**src/rtl/uart_tx_fifo.sv**
```systemverilog
// Byte FIFO feeding uart_tx through a start-pulse / busy-ack issue sequencer.
// Optional: define UART_TX_FIFO_CRLF_EN to send a CR (8'h0D) ahead of every LF (8'h0A).
module uart_tx_fifo #(
  parameter int unsigned DEPTH       = 16,
  parameter int unsigned ACK_TIMEOUT = 15
) (
  input  logic                     clk,
  input  logic                     resetn,
  input  logic [7:0]               in_data,
  input  logic                     in_valid,
  output logic                     in_ready,
  output logic [7:0]               uart_tx_data,
  output logic                     uart_tx_en,
  input  logic                     uart_tx_busy,
  output logic [$clog2(DEPTH):0]   fifo_level,
  output logic                     fifo_empty
);

  localparam int unsigned AW = $clog2(DEPTH);
  localparam int unsigned CW = $clog2(ACK_TIMEOUT + 1);

  localparam logic [1:0] IDLE      = 2'd0;
  localparam logic [1:0] ISSUE     = 2'd1;
  localparam logic [1:0] WAIT_ACK  = 2'd2;
  localparam logic [1:0] WAIT_DONE = 2'd3;

  localparam logic [AW-1:0] PTR_ONE = AW'(1);
  localparam logic [AW:0]   LVL_ONE = (AW + 1)'(1);
  localparam logic [CW-1:0] CNT_ONE = CW'(1);
  localparam logic [CW-1:0] CNT_MAX = CW'(ACK_TIMEOUT);

  logic [7:0]    mem [DEPTH];
  logic [AW-1:0] wr_ptr_q, rd_ptr_q;
  logic [AW:0]   level_q, level_d;
  logic          in_ready_q;
  logic          tx_en_q;
  logic [7:0]    tx_data_q, tx_data_d;
  logic [1:0]    state_q, state_d;
  logic [CW-1:0] cnt_q, cnt_d;
  logic          push, pop;
  logic [7:0]    head;
`ifdef UART_TX_FIFO_CRLF_EN
  logic          cr_sent_q, cr_sent_d;
`endif

  assign push         = in_valid && in_ready_q;
  assign head         = mem[rd_ptr_q];
  assign in_ready     = in_ready_q;
  assign uart_tx_data = tx_data_q;
  assign uart_tx_en   = tx_en_q;
  assign fifo_level   = level_q;
  assign fifo_empty   = (level_q == '0);

  always_comb begin
    state_d   = state_q;
    cnt_d     = cnt_q;
    tx_data_d = tx_data_q;
    pop       = 1'b0;
`ifdef UART_TX_FIFO_CRLF_EN
    cr_sent_d = cr_sent_q;
`endif
    case (state_q)
      IDLE: begin
        if (!fifo_empty && !uart_tx_busy) begin
          state_d = ISSUE;
`ifdef UART_TX_FIFO_CRLF_EN
          // LF stays at the head while its CR goes out first
          if (head == 8'h0A && !cr_sent_q) begin
            tx_data_d = 8'h0D;
            cr_sent_d = 1'b1;
          end else begin
            pop       = 1'b1;
            tx_data_d = head;
            cr_sent_d = 1'b0;
          end
`else
          pop       = 1'b1;
          tx_data_d = head;
`endif
        end
      end
      ISSUE: begin
        cnt_d   = '0;
        state_d = WAIT_ACK;
      end
      WAIT_ACK: begin
        if (uart_tx_busy) begin
          state_d = WAIT_DONE;
        end else if (cnt_q == CNT_MAX) begin
          state_d = ISSUE;
        end else begin
          cnt_d = cnt_q + CNT_ONE;
        end
      end
      WAIT_DONE: begin
        if (!uart_tx_busy) state_d = IDLE;
      end
      default: state_d = IDLE;
    endcase
  end

  always_comb begin
    level_d = level_q;
    if (push && !pop) begin
      level_d = level_q + LVL_ONE;
    end else if (!push && pop) begin
      level_d = level_q - LVL_ONE;
    end
  end

  always_ff @(posedge clk) begin
    if (push) mem[wr_ptr_q] <= in_data;
  end

  always_ff @(posedge clk or negedge resetn) begin
    if (!resetn) begin
      wr_ptr_q   <= '0;
      rd_ptr_q   <= '0;
      level_q    <= '0;
      in_ready_q <= 1'b1;
      state_q    <= IDLE;
      cnt_q      <= '0;
      tx_data_q  <= 8'h00;
      tx_en_q    <= 1'b0;
    end else begin
      if (push) wr_ptr_q <= wr_ptr_q + PTR_ONE;
      if (pop)  rd_ptr_q <= rd_ptr_q + PTR_ONE;
      level_q    <= level_d;
      // DEPTH is a power of two, so the level MSB is set only when full
      in_ready_q <= ~level_d[AW];
      state_q    <= state_d;
      cnt_q      <= cnt_d;
      tx_data_q  <= tx_data_d;
      tx_en_q    <= (state_d == ISSUE);
    end
  end

`ifdef UART_TX_FIFO_CRLF_EN
  always_ff @(posedge clk or negedge resetn) begin
    if (!resetn) begin
      cr_sent_q <= 1'b0;
    end else begin
      cr_sent_q <= cr_sent_d;
    end
  end
`endif

endmodule

```
**config.mk**
```make
export PLATFORM = sky130hd
export DESIGN_NAME = uart_tx_fifo
export DESIGN_NICKNAME = d
export VERILOG_FILES = /design/src/rtl/uart_tx_fifo.sv
export SDC_FILE = /design/constraint.sdc
export NUM_CORES = 1
export LEC_CHECK = 0
export CELL_PAD_IN_SITES_DETAIL_PLACEMENT = 1
export CELL_PAD_IN_SITES_GLOBAL_PLACEMENT = 1
export CORE_ASPECT_RATIO = 1.75
export CORE_UTILIZATION = 45
export DETAILED_ROUTE_END_ITERATION = 8
export PLACE_DENSITY = 0.76
export SLEW_MARGIN = 20
export SYNTH_ARGS = -nofsm -noshare
export SYNTH_HDL_FRONTEND = slang
export SYNTH_SLANG_ARGS = --single-unit
```
**constraint.sdc**
```tcl
create_clock -name clk -period 2.45 [get_ports clk]
set_input_delay 0.245 -clock clk [delete_from_list [all_inputs] [get_ports clk]]
set_output_delay 0.245 -clock clk [all_outputs]
set_load 0.01 [all_outputs]
```
[Yosys cells after proc, flatten, opt, wreduce, memory -nomap -nowiden]
Memory sizes are Yosys's and may differ from the RTL's. A register that Yosys moved wholly into a read port is not among the register bits.
Cells that the tools add are included.
Word-level totals
  output and inout port bits: 16
  register bits: 21
  bits in writable memories: 128
  input bits: 12
  memories kept: 1
Cells by class
  bitwise logic cells: 1
  add/subtract/negate cells: 5
  reduce and logical (&&, ||, !) cells: 15
  equality and inequality tests: 7
  multiplexer cells: 14
Memory list
  mem: words 16, width 8, rd ports 1, clocked after memory_dff 1, write ports 1, line 32  | logic [7:0] mem [DEPTH];
Operator list (number)
  adder 4 x 1 -> 4 bit, second input constant: 3
  2-to-1 mux 5 bit: 2
  2-to-1 mux 2 bit: 4
  2-to-1 mux 4 bit: 2
  one-hot mux 2 bit (4 select lines): 1
  one-hot mux 4 bit (2 select lines): 1
  adder 5 x 1 -> 5 bit, second input constant: 1
  zero test 1 bit: 5
  zero test 5 bit: 1
  subtractor 5 x 1 -> 5 bit, second input constant: 1
  equality test 2 x 1 -> 1 bit, second input constant: 2
  equality test 2 bit, second input constant: 2
  equality test 4 bit, second input constant: 1
  logical AND 1 bit: 4
  2-to-1 mux 1 bit: 4
  != test 2 bit, second input constant: 2
  nonzero test 2 bit: 2
  AND reduction 3 bit: 1
  zero test 2 bit: 1
  AND reduction 2 bit: 1
  inverter 1 bit: 1

[Longest topological paths before layout]
Gate-level depths: netlist of the first run.
  depth after elaboration: 9
  gate-level depth with buffers: 12

[Worst setup path after synthesis of the first run]
Ideal clock, no wire load.
  kind: register -> register
  from: register level_q[0], in the netlist fifo_level[0]
  to: register level_q[3], in the netlist fifo_level[3]
  arrival: 2.669 ns
  setup time: 0.082 ns
  clock period less this slack: 2.751 ns
  cell stages (with the launch flop): 13
  slack: -0.301 ns
  data required time: 2.368 ns
  path through: dfrtp_1 > inv_1 > ha_1 > nor4b_2 > or4_1 > buf_2 > buf_4 > ha_1 > clkbuf_1 > nand2b_1 > o41ai_1 > a21oi_1 > a31oi_1
Between the ends
  word-level cells in the longest chain between the ends: 8
  elaborated cells on any way between the ends: 13
Ends and longest elaborated chain
  from (decl): line 34  | logic [AW:0] level_q, level_d;
  from (signal assigned): line 128  | level_q <= level_d;
  zero test 5 bit (*): line 52  | assign fifo_empty = (level_q == '0);
  net fifo_empty: line 16  | output logic fifo_empty
  zero test 1 bit (*): line 64  | if (!fifo_empty && !uart_tx_busy) begin
  logical AND 1 bit (*): line 64
  2-to-1 mux 1 bit (*): line 64
  2-to-1 mux 1 bit (*): line 62  | case (state_q)
  zero test 1 bit: line 104  | if (push && !pop) begin
  logical AND 1 bit: line 104
  2-to-1 mux 5 bit or nonzero test 2 bit (tied branches)
The timed path passes the listed nets; every way through them passes the cells marked *. The select of a mux whose other input is x is not followed.
A chain may end at the register's enable or synchronous reset.

[Worst setup path in the final report of the first run]
  from: register level_q[0], in the netlist fifo_level[0]
  to: register level_q[3], in the netlist fifo_level[3]
Between the ends
  word-level cells in the longest chain between the ends: 8
  elaborated cells on any way between the ends: 13
Ends and longest elaborated chain
  zero test 5 bit (*): line 52
  zero test 1 bit (*): line 64
  logical AND 1 bit (*): line 64
  2-to-1 mux 1 bit (*): line 64
  2-to-1 mux 1 bit (*): line 62
  net pop: line 40  | logic push, pop;
  zero test 1 bit: line 104
  logical AND 1 bit: line 104
  2-to-1 mux 5 bit or nonzero test 2 bit (tied branches)
Marks and branches as above.

==> results of run 1 <==
==> logic make-up (layout without fill, tap and decap cells) <==
logic type,after synthesis,in the layout
compound gates,36,36
xor+xnor,10,10
fa+ha+maj,10,10
buf+inv,26,100
flops,157,157
mux,48,48
simple gates,64,64
==> layout make-up <==
cell class	instances	area (µm²)
inverters	9	33.78
well taps	177	221.5
flip-flops and latches	157	4574
repair buffers	59	523.0
clock inverters	12	98.84
multi-input cells	168	1725
fillers	1281	6294
clock buffers	20	436.7
==> worst max-delay path: stages (launching register included) <==
cell	delay, ns
sky130_fd_sc_hd__dfrtp_2	0.42
sky130_fd_sc_hd__inv_2	0.08
sky130_fd_sc_hd__ha_4	0.17
sky130_fd_sc_hd__nor4b_4	0.13
sky130_fd_sc_hd__or4_4	0.56
sky130_fd_sc_hd__inv_1	0.13
sky130_fd_sc_hd__ha_4	0.18
sky130_fd_sc_hd__nand2b_4	0.08
sky130_fd_sc_hd__o41ai_2	0.21
sky130_fd_sc_hd__a21oi_1	0.11
sky130_fd_sc_hd__a31oi_1	0.15
==> metrics by stage <==
step | cells | worst slack [ns]
floorplan | 351 | -0.09872
CTS | 599 | 0.07782
finish | 602 | 0.1649
global placement | 567 | 0.1871
global route | 602 | 0.03595
detailed placement | 567 | 0.08902
==> routing by layer <==
| metal | track usage [%] | vias up | part of all wire, % |
|---|---|---|---|
| met5 | 0 | - | 0 |
| met4 | 7.813 | 0 | 2.5 |
| met3 | 5.238 | 22 | 2.9 |
| met2 | 38.30 | 70 | 57 |
| met1 | 21.95 | 1760 | 37 |
| li1 | - | 1509 | - |
==> sequential cells by signal, indices dropped and copies added (netlist names) <==
register and cells:
rd_ptr_q 4, in_ready 1, fifo_level 5, state_q 2, wr_ptr_q 4, mem 128
uart_tx_data 8, cnt_q 4, uart_tx_en 1
==> synthesized netlist by cell type, drive strengths merged, types with 2 or more instances <==
master / count / area (µm²)
nand4: 4 / 25.02
xor2: 3 / 26.28
mux4: 32 / 750.7
clkbuf: 4 / 16.26
buf: 13 / 116.4
edfxtp: 128 / 3844
a22o: 4 / 35.03
xnor2: 7 / 61.31
mux2i: 12 / 120.1
o21ai: 12 / 60.06
a21oi: 6 / 30.03
a211o: 4 / 35.03
nand3: 6 / 30.03
nand2b: 4 / 25.02
a31oi: 2 / 12.51
mux2: 4 / 45.04
ha: 10 / 125.1
nor2b: 6 / 37.54
inv: 8 / 30.03
nand2: 19 / 71.32
nor3: 4 / 20.02
nor2: 17 / 63.81
dfrtp: 28 / 700.7
==> where the power goes <==
part	switching, µW	internal (µW)	leakage, µW
logic	1250	1370	0.000938
clock network	1020	1380	0.000259
registers	393	3250	0.00151
==> path summary, 6_finish.rpt <==
check                           startpoint               to  slack, ns  cells past startpoint
max                          fifo_level[0]    fifo_level[3]       0.16                     10
max in group asynchronous           resetn         in_ready       1.91                      2
min                                 resetn    fifo_level[1]       0.22                      2
max reg2reg                  fifo_level[0]    fifo_level[3]       0.16                     10
min in group clk           uart_tx_data[0]  uart_tx_data[0]       0.52                      1
min reg2reg                uart_tx_data[0]  uart_tx_data[0]       0.52                      1
==> repair_timing <==
item	in CTS	in global routing
setup endpoints to repair	0	3
gates resized for setup	0	4
endpoints found under the hold margin	0	0
setup buffers	0	3
==> placed cells by master (no fill, tap or decap), types with 2 or more instances in the layout <==
cell	Yosys	routed
sky130_fd_sc_hd__clkdlybuf4s50_1	0	27
sky130_fd_sc_hd__clkinv_4	0	3
sky130_fd_sc_hd__a21oi_1	6	6
sky130_fd_sc_hd__dfrtp_1	28	25
sky130_fd_sc_hd__clkinvlp_4	0	2
sky130_fd_sc_hd__nand4_1	4	4
sky130_fd_sc_hd__xor2_1	3	3
sky130_fd_sc_hd__inv_1	8	5
sky130_fd_sc_hd__clkbuf_1	3	3
sky130_fd_sc_hd__a22o_1	4	4
sky130_fd_sc_hd__o21ai_0	10	8
sky130_fd_sc_hd__clkbuf_16	0	17
sky130_fd_sc_hd__ha_1	10	8
sky130_fd_sc_hd__a211o_1	4	4
sky130_fd_sc_hd__mux2i_1	12	12
sky130_fd_sc_hd__buf_4	2	31
sky130_fd_sc_hd__mux2_2	4	4
sky130_fd_sc_hd__mux4_2	24	24
sky130_fd_sc_hd__xnor2_1	7	7
sky130_fd_sc_hd__nand2_1	19	19
sky130_fd_sc_hd__nand2b_1	4	3
sky130_fd_sc_hd__nand3_1	6	6
sky130_fd_sc_hd__clkinv_2	0	4
sky130_fd_sc_hd__clkinv_1	1	3
sky130_fd_sc_hd__mux4_1	8	8
sky130_fd_sc_hd__nor2b_1	6	6
sky130_fd_sc_hd__ha_4	0	2
sky130_fd_sc_hd__nor2_1	17	17
sky130_fd_sc_hd__o21ai_1	2	4
sky130_fd_sc_hd__dfrtp_2	0	3
sky130_fd_sc_hd__inv_2	0	3
sky130_fd_sc_hd__nor3_1	4	4
sky130_fd_sc_hd__a31oi_1	2	2
sky130_fd_sc_hd__edfxtp_1	128	128
==> implementation parameters, run 1 <==
Parameter                              Value

Outcome
  Result of the run ... finished, final reports clean

Global route
  Overall global routing resource usage ... between 20% and 30%
  Largest net degree at the start of global routing ... 30
  Number of antenna violations at the first check in global routing ... 0
  GRT overflow ... 0
  Vias in the first global route ... 3730
  Global-route wire length before repair ... 21450 µm

Cells and area
  Layout Utilization ... 54.75%
  Non-Filler Cell Area, Final ... roughly 7600 µm²
  Final net count ... 434
  Fraction of layout instances using a drive strength above 1 ... 23.53%
  Total inserted antenna cells ... 0
  Synthesis-to-layout area growth ... 18.78%

Drt
  Vias after detailed routing ... 3361
  Number of design-rule violations left by the first detailed-router iteration ... 191
  Routed WL per cell ... 23.10 µm
  Antenna Violating Nets Remaining ... 0
  Post-Route WL ... roughly 14000 µm
  Residual DRC count ... 0
  Detailed Routing Iterations Pass 1 ... 4
  Detailed-route vias per instance ... 5.583

Critical path
  CP endpoint kind ... flip-flop
  Arrival time of data at the critical path endpoint ... ~2.6 ns
  Crit Path Class ... flip-flop to flip-flop
  CP max FO ... 5
  Required time at the worst-slack endpoint ... 2.79 ns
  Kind of launch point of the worst setup path ... flip-flop

Synth
  Warning count from the yosys run ... 0
  Share of flip-flops with an asynchronous set or reset ... 18.47%
  Number of distinct library cell variants in the gate-level netlist after synthesis ... 43
  Post-Syn Nets ... between 300 and 400
  Most used flip-flop cell after synthesis ... sky130_fd_sc_hd__edfxtp_1
  Cell area after technology mapping ... 6410 µm²
  Area fraction in compound gates after synthesis ... 3.670%
  Share of synthesized area spent on multiplexers ... between 10% and 20%
  Dominant combinational cell family by area after synthesis ... multiplexers
  Instance count of the mapped netlist ... 351
  Count of state elements after synthesis ... 157
  EDFF count, synth ... 128
  Simple-gate share of the synthesized area ... 4.821%
  Fraction of the yosys area taken by sequential cells ... 71.31%
  Synth Area in Adders ... 1.952%
  Average footprint of a synthesized cell ... 18.26 µm²
  Xor and xnor area share after synthesis ... 1.366%

Timing
  Final period demand of the worst path ... 2.285 ns
  Maximum clock frequency ... between 400 and 500 MHz
  Worst max-slew margin expressed relative to the limit ... 38.05%
  Slew at the pin closest to its max-slew limit ... roughly 0.93 ns
  Final count of negative-setup-slack endpoints ... 0
  Worst clock skew ... 0.007676 ns
  Number of hold violations in the final report ... 0
  Period utilisation layout ... 93.27%
  Unrepaired setup endpoints after global routing ... false
  Total negative setup slack ... 0 ns
  Slew Limit Fails ... 0
  Worst slack on hold paths ... 0.2192 ns

Die
  Area of the die ... ~15000 µm²
  X dimension of the die ... between 90 and 100 µm
  Die Y ... roughly 160 µm
  Core region area ... 13910 µm²
  Starting utilization of the core area ... a little under half
  Number of rows created at floorplan ... 57
  I/O pin total ... 28

CTS
  Clk Latency, worst-skew pair ... between 0.4 and 0.5 ns
  Number of H-tree branching levels ... 4
  Number of buffers inserted for hold repair after clock tree synthesis ... 0
  Root Buffer ... sky130_fd_sc_hd__clkbuf_16
  Clock Sinks ... about 160
  Number of buffers inserted during clock tree synthesis ... 17
  Clock edge transition at the registers on the reported setup and hold paths ... 0.06 ns
  Clock tree from TritonCTS ... done
  Clock Path Buffers ... 2

Placement
  IO Port Bufs ... 27
  Placed instance area ... 7043 µm²
  Weighted congestion reported at the end of routability-driven placement ... 0.7433
  Half-perimeter wire length after detailed placement ... 9107 µm

Pwr
  Leakage ... 0.002708 µW
  Total power density per cell area ... ~1100 nW/µm²
  Peak supply drop ... about 0.00055 V
  Total Power Consumption ... 8659 µW

Job
  Max-cap violations ... 0

Worst hold path
  Hold Path Class ... primary input to async pin
No activity file was read; power rests on OpenSTA's default activity.
==> run 2: changes to the inputs <==
--- a/config.mk
+++ b/config.mk
@@ -7,7 +7,6 @@
 export LEC_CHECK = 0
 export CELL_PAD_IN_SITES_DETAIL_PLACEMENT = 1
 export CELL_PAD_IN_SITES_GLOBAL_PLACEMENT = 1
-export CORE_ASPECT_RATIO = 1.75
 export CORE_UTILIZATION = 45
 export DETAILED_ROUTE_END_ITERATION = 8
 export PLACE_DENSITY = 0.76
==> run 2 against run 1 <==
Against the previous run:
- utilization rose by 0.55 points
- global-route usage grew 0.27 points
- power shrank 0.47%
- flip-flop and latch count unchanged
==> implementation parameters, run 2 (synthesis results as in run 1) <==
Parameter                              Value

Cells and area
  Largest Register ... mem
  Commonest cells after routing, fill and taps aside ... sky130_fd_sc_hd__edfxtp_1 (128), sky130_fd_sc_hd__buf_4 (32), sky130_fd_sc_hd__clkdlybuf4s50_1 (27), sky130_fd_sc_hd__dfrtp_1 (25), sky130_fd_sc_hd__mux4_2 (24)
  Total inserted antenna cells ... 0
  Final net count ... 438
  Synthesis-to-layout area growth ... 19.75%
  Flip-flop count of the largest register after layout ... 128
  Most frequent standard cell in the layout excluding fill and tap cells ... sky130_fd_sc_hd__edfxtp_1
  Fraction of layout instances using a drive strength above 1 ... 24.71%

Timing
  Worst slack on hold paths ... 0.2212 ns
  Number of hold violations in the final report ... 0
  Period utilisation layout ... 96.31%
  Slew at the pin closest to its max-slew limit ... 0.6531 ns
  Final count of negative-setup-slack endpoints ... 0
  Worst max-slew margin expressed relative to the limit ... 56.46%
  Maximum clock frequency ... 423.8 MHz
  Unrepaired setup endpoints after global routing ... false
  Slew Limit Fails ... 0
  Worst clock skew ... around 0.0076 ns
  Final period demand of the worst path ... around 2.4 ns

Drt
  Detailed-route vias per instance ... between 5 and 6
  Post-Route WL ... 13640 µm
  Routed WL per cell ... between 20 and 25 µm
  Number of design-rule violations left by the first detailed-router iteration ... 294
  Antenna Violating Nets Remaining ... 0
  Detailed Routing Iterations Pass 1 ... 4
  Vias after detailed routing ... 3423
  Residual DRC count ... 0

Critical path
  Worst r2r dst ... fifo_level[2]
  Worst-case register-to-register setup slack ... 0.09 ns
  Required time at the worst-slack endpoint ... roughly 2.7 ns
  Kind of launch point of the worst setup path ... flip-flop
  Critical R2R Launch ... fifo_level[1]
  Depth of the worst register-to-register path ... 10
  CP max FO ... 6
  CP endpoint kind ... flip-flop
  Crit Path Class ... flip-flop to flip-flop
  Chain of cells forming the critical path ... inv_2 > ha_4 > nor4b_4 > or4_4 > inv_1 > ha_1 > inv_2 > o21ai_0 > o21ai_0 > o31ai_1
  Crit-path slowest cell ... sky130_fd_sc_hd__or4_4
  Max incr delay on CP ... 0.56 ns
  Arrival time of data at the critical path endpoint ... 2.65 ns

CTS
  Clock Path Buffers ... 2
  Number of H-tree branching levels ... 4
  Clock tree from TritonCTS ... done
  Clock Sinks ... 157
  Number of buffers inserted during clock tree synthesis ... 17
  Clock edge transition at the registers on the reported setup and hold paths ... 0.07 ns
  Root Buffer ... sky130_fd_sc_hd__clkbuf_16
  Clk Latency, worst-skew pair ... 0.43 ns
  Number of buffers inserted for hold repair after clock tree synthesis ... 0

Die
  Die Y ... 121.4 µm
  Area of the die ... 14730 µm²
  I/O pin total ... 28
  X dimension of the die ... 121.4 µm
  Starting utilization of the core area ... 46.18%
  Core region area ... 13880 µm²
  Number of rows created at floorplan ... 43

Placement
  IO Port Bufs ... 27
  Weighted congestion reported at the end of routability-driven placement ... 0.7597
  Half-perimeter wire length after detailed placement ... about 9000 µm

Pwr
  Leakage ... roughly 0.0027 µW
  Total power density per cell area ... 1123 nW/µm²
  Total Power Consumption ... 8618 µW
  Peak supply drop ... 0.0005690 V

Global route
  Met3 track demand over resource ... 4.323%
  Largest net degree at the start of global routing ... 31
  Overall global routing resource usage ... 20.88%
  Global routing's busiest layer ... met2
  Met1 usage ... 26.77%
  Vias in the first global route ... 3687
  GRT overflow ... 0
  Number of antenna violations at the first check in global routing ... 0
  Global-route wire length before repair ... between 20000 and 25000 µm
  GRT met2 Usage ... 34.27%

Outcome
  Result of the run ... finished, final reports clean

Worst hold path
  Hold Path Class ... primary input to async pin

Job
  Max-cap violations ... 0
## run 2: critical path: cells and delay by family, from the launching register on
family | cells | cell delay (ns)
fa+ha+maj | 2 | 0.46
flops | 1 | 0.43
buf+inv | 3 | 0.28
compound gates | 3 | 0.38
simple gates | 2 | 0.69
## run 2: final cells by class
cell class                 count  area (µm²)
tap                          180       225.2
fill                        1274        6205
timing repair buffer          63       590.6
sequential                   157        4574
clock inverter                15       113.9
clock buffer                  17       425.4
inverter                       9       33.78
multi-input combinational    168        1713
## run 2: worst max-delay path by stage
stage                        startpoint            end  cells past startpoint
after floorplan           fifo_level[0]  fifo_level[3]                     12
after global placement    fifo_level[0]  fifo_level[2]                     10
after detailed placement  fifo_level[0]  fifo_level[2]                     10
after CTS                 fifo_level[0]  fifo_level[2]                     10
after global routing      fifo_level[1]  fifo_level[3]                     10
final                     fifo_level[1]  fifo_level[2]                     10
## run 2: what timing repair did
action | 4_1_cts | 5_1_grt
setup endpoints to repair | 0 | 2
setup buffers | 0 | 2
resized for setup | 0 | 1
## run 2: stage by stage
stage | cells | utilization, % | TNS (ns) | setup WS, ns | instance area, µm²
3_3_place_gp | 575 | 51.31 | 0 | 0.1979 | 7122
3_5_place_dp | 575 | 51.31 | 0 | 0.04485 | 7122
5_1_grt | 609 | 55.30 | 0 | 0.0004661 | 7676
2_1_floorplan | 351 | - | -0.1767 | -0.09872 | 6472
6_report | 609 | 55.30 | 0 | 0.09033 | 7676
4_1_cts | 607 | 55.19 | 0 | 0.03573 | 7661
## run 2: report_power, final
group	switching, µW	total (µW)	leakage (µW)	internal (µW)
Clock	1120	2430	0.000255	1310
Sequential	343	3590	0.00151	3250
Combinational	1220	2600	0.000976	1380
## run 2: per-layer routing
| layer | wire [µm] | share of wire (%) |
|---|---|---|
| met2 | 7011 | 51 |
| met3 | 761 | 5.6 |
| met4 | 267 | 2.0 |
| met1 | 5603 | 41 |
| met5 | 0 | 0 |
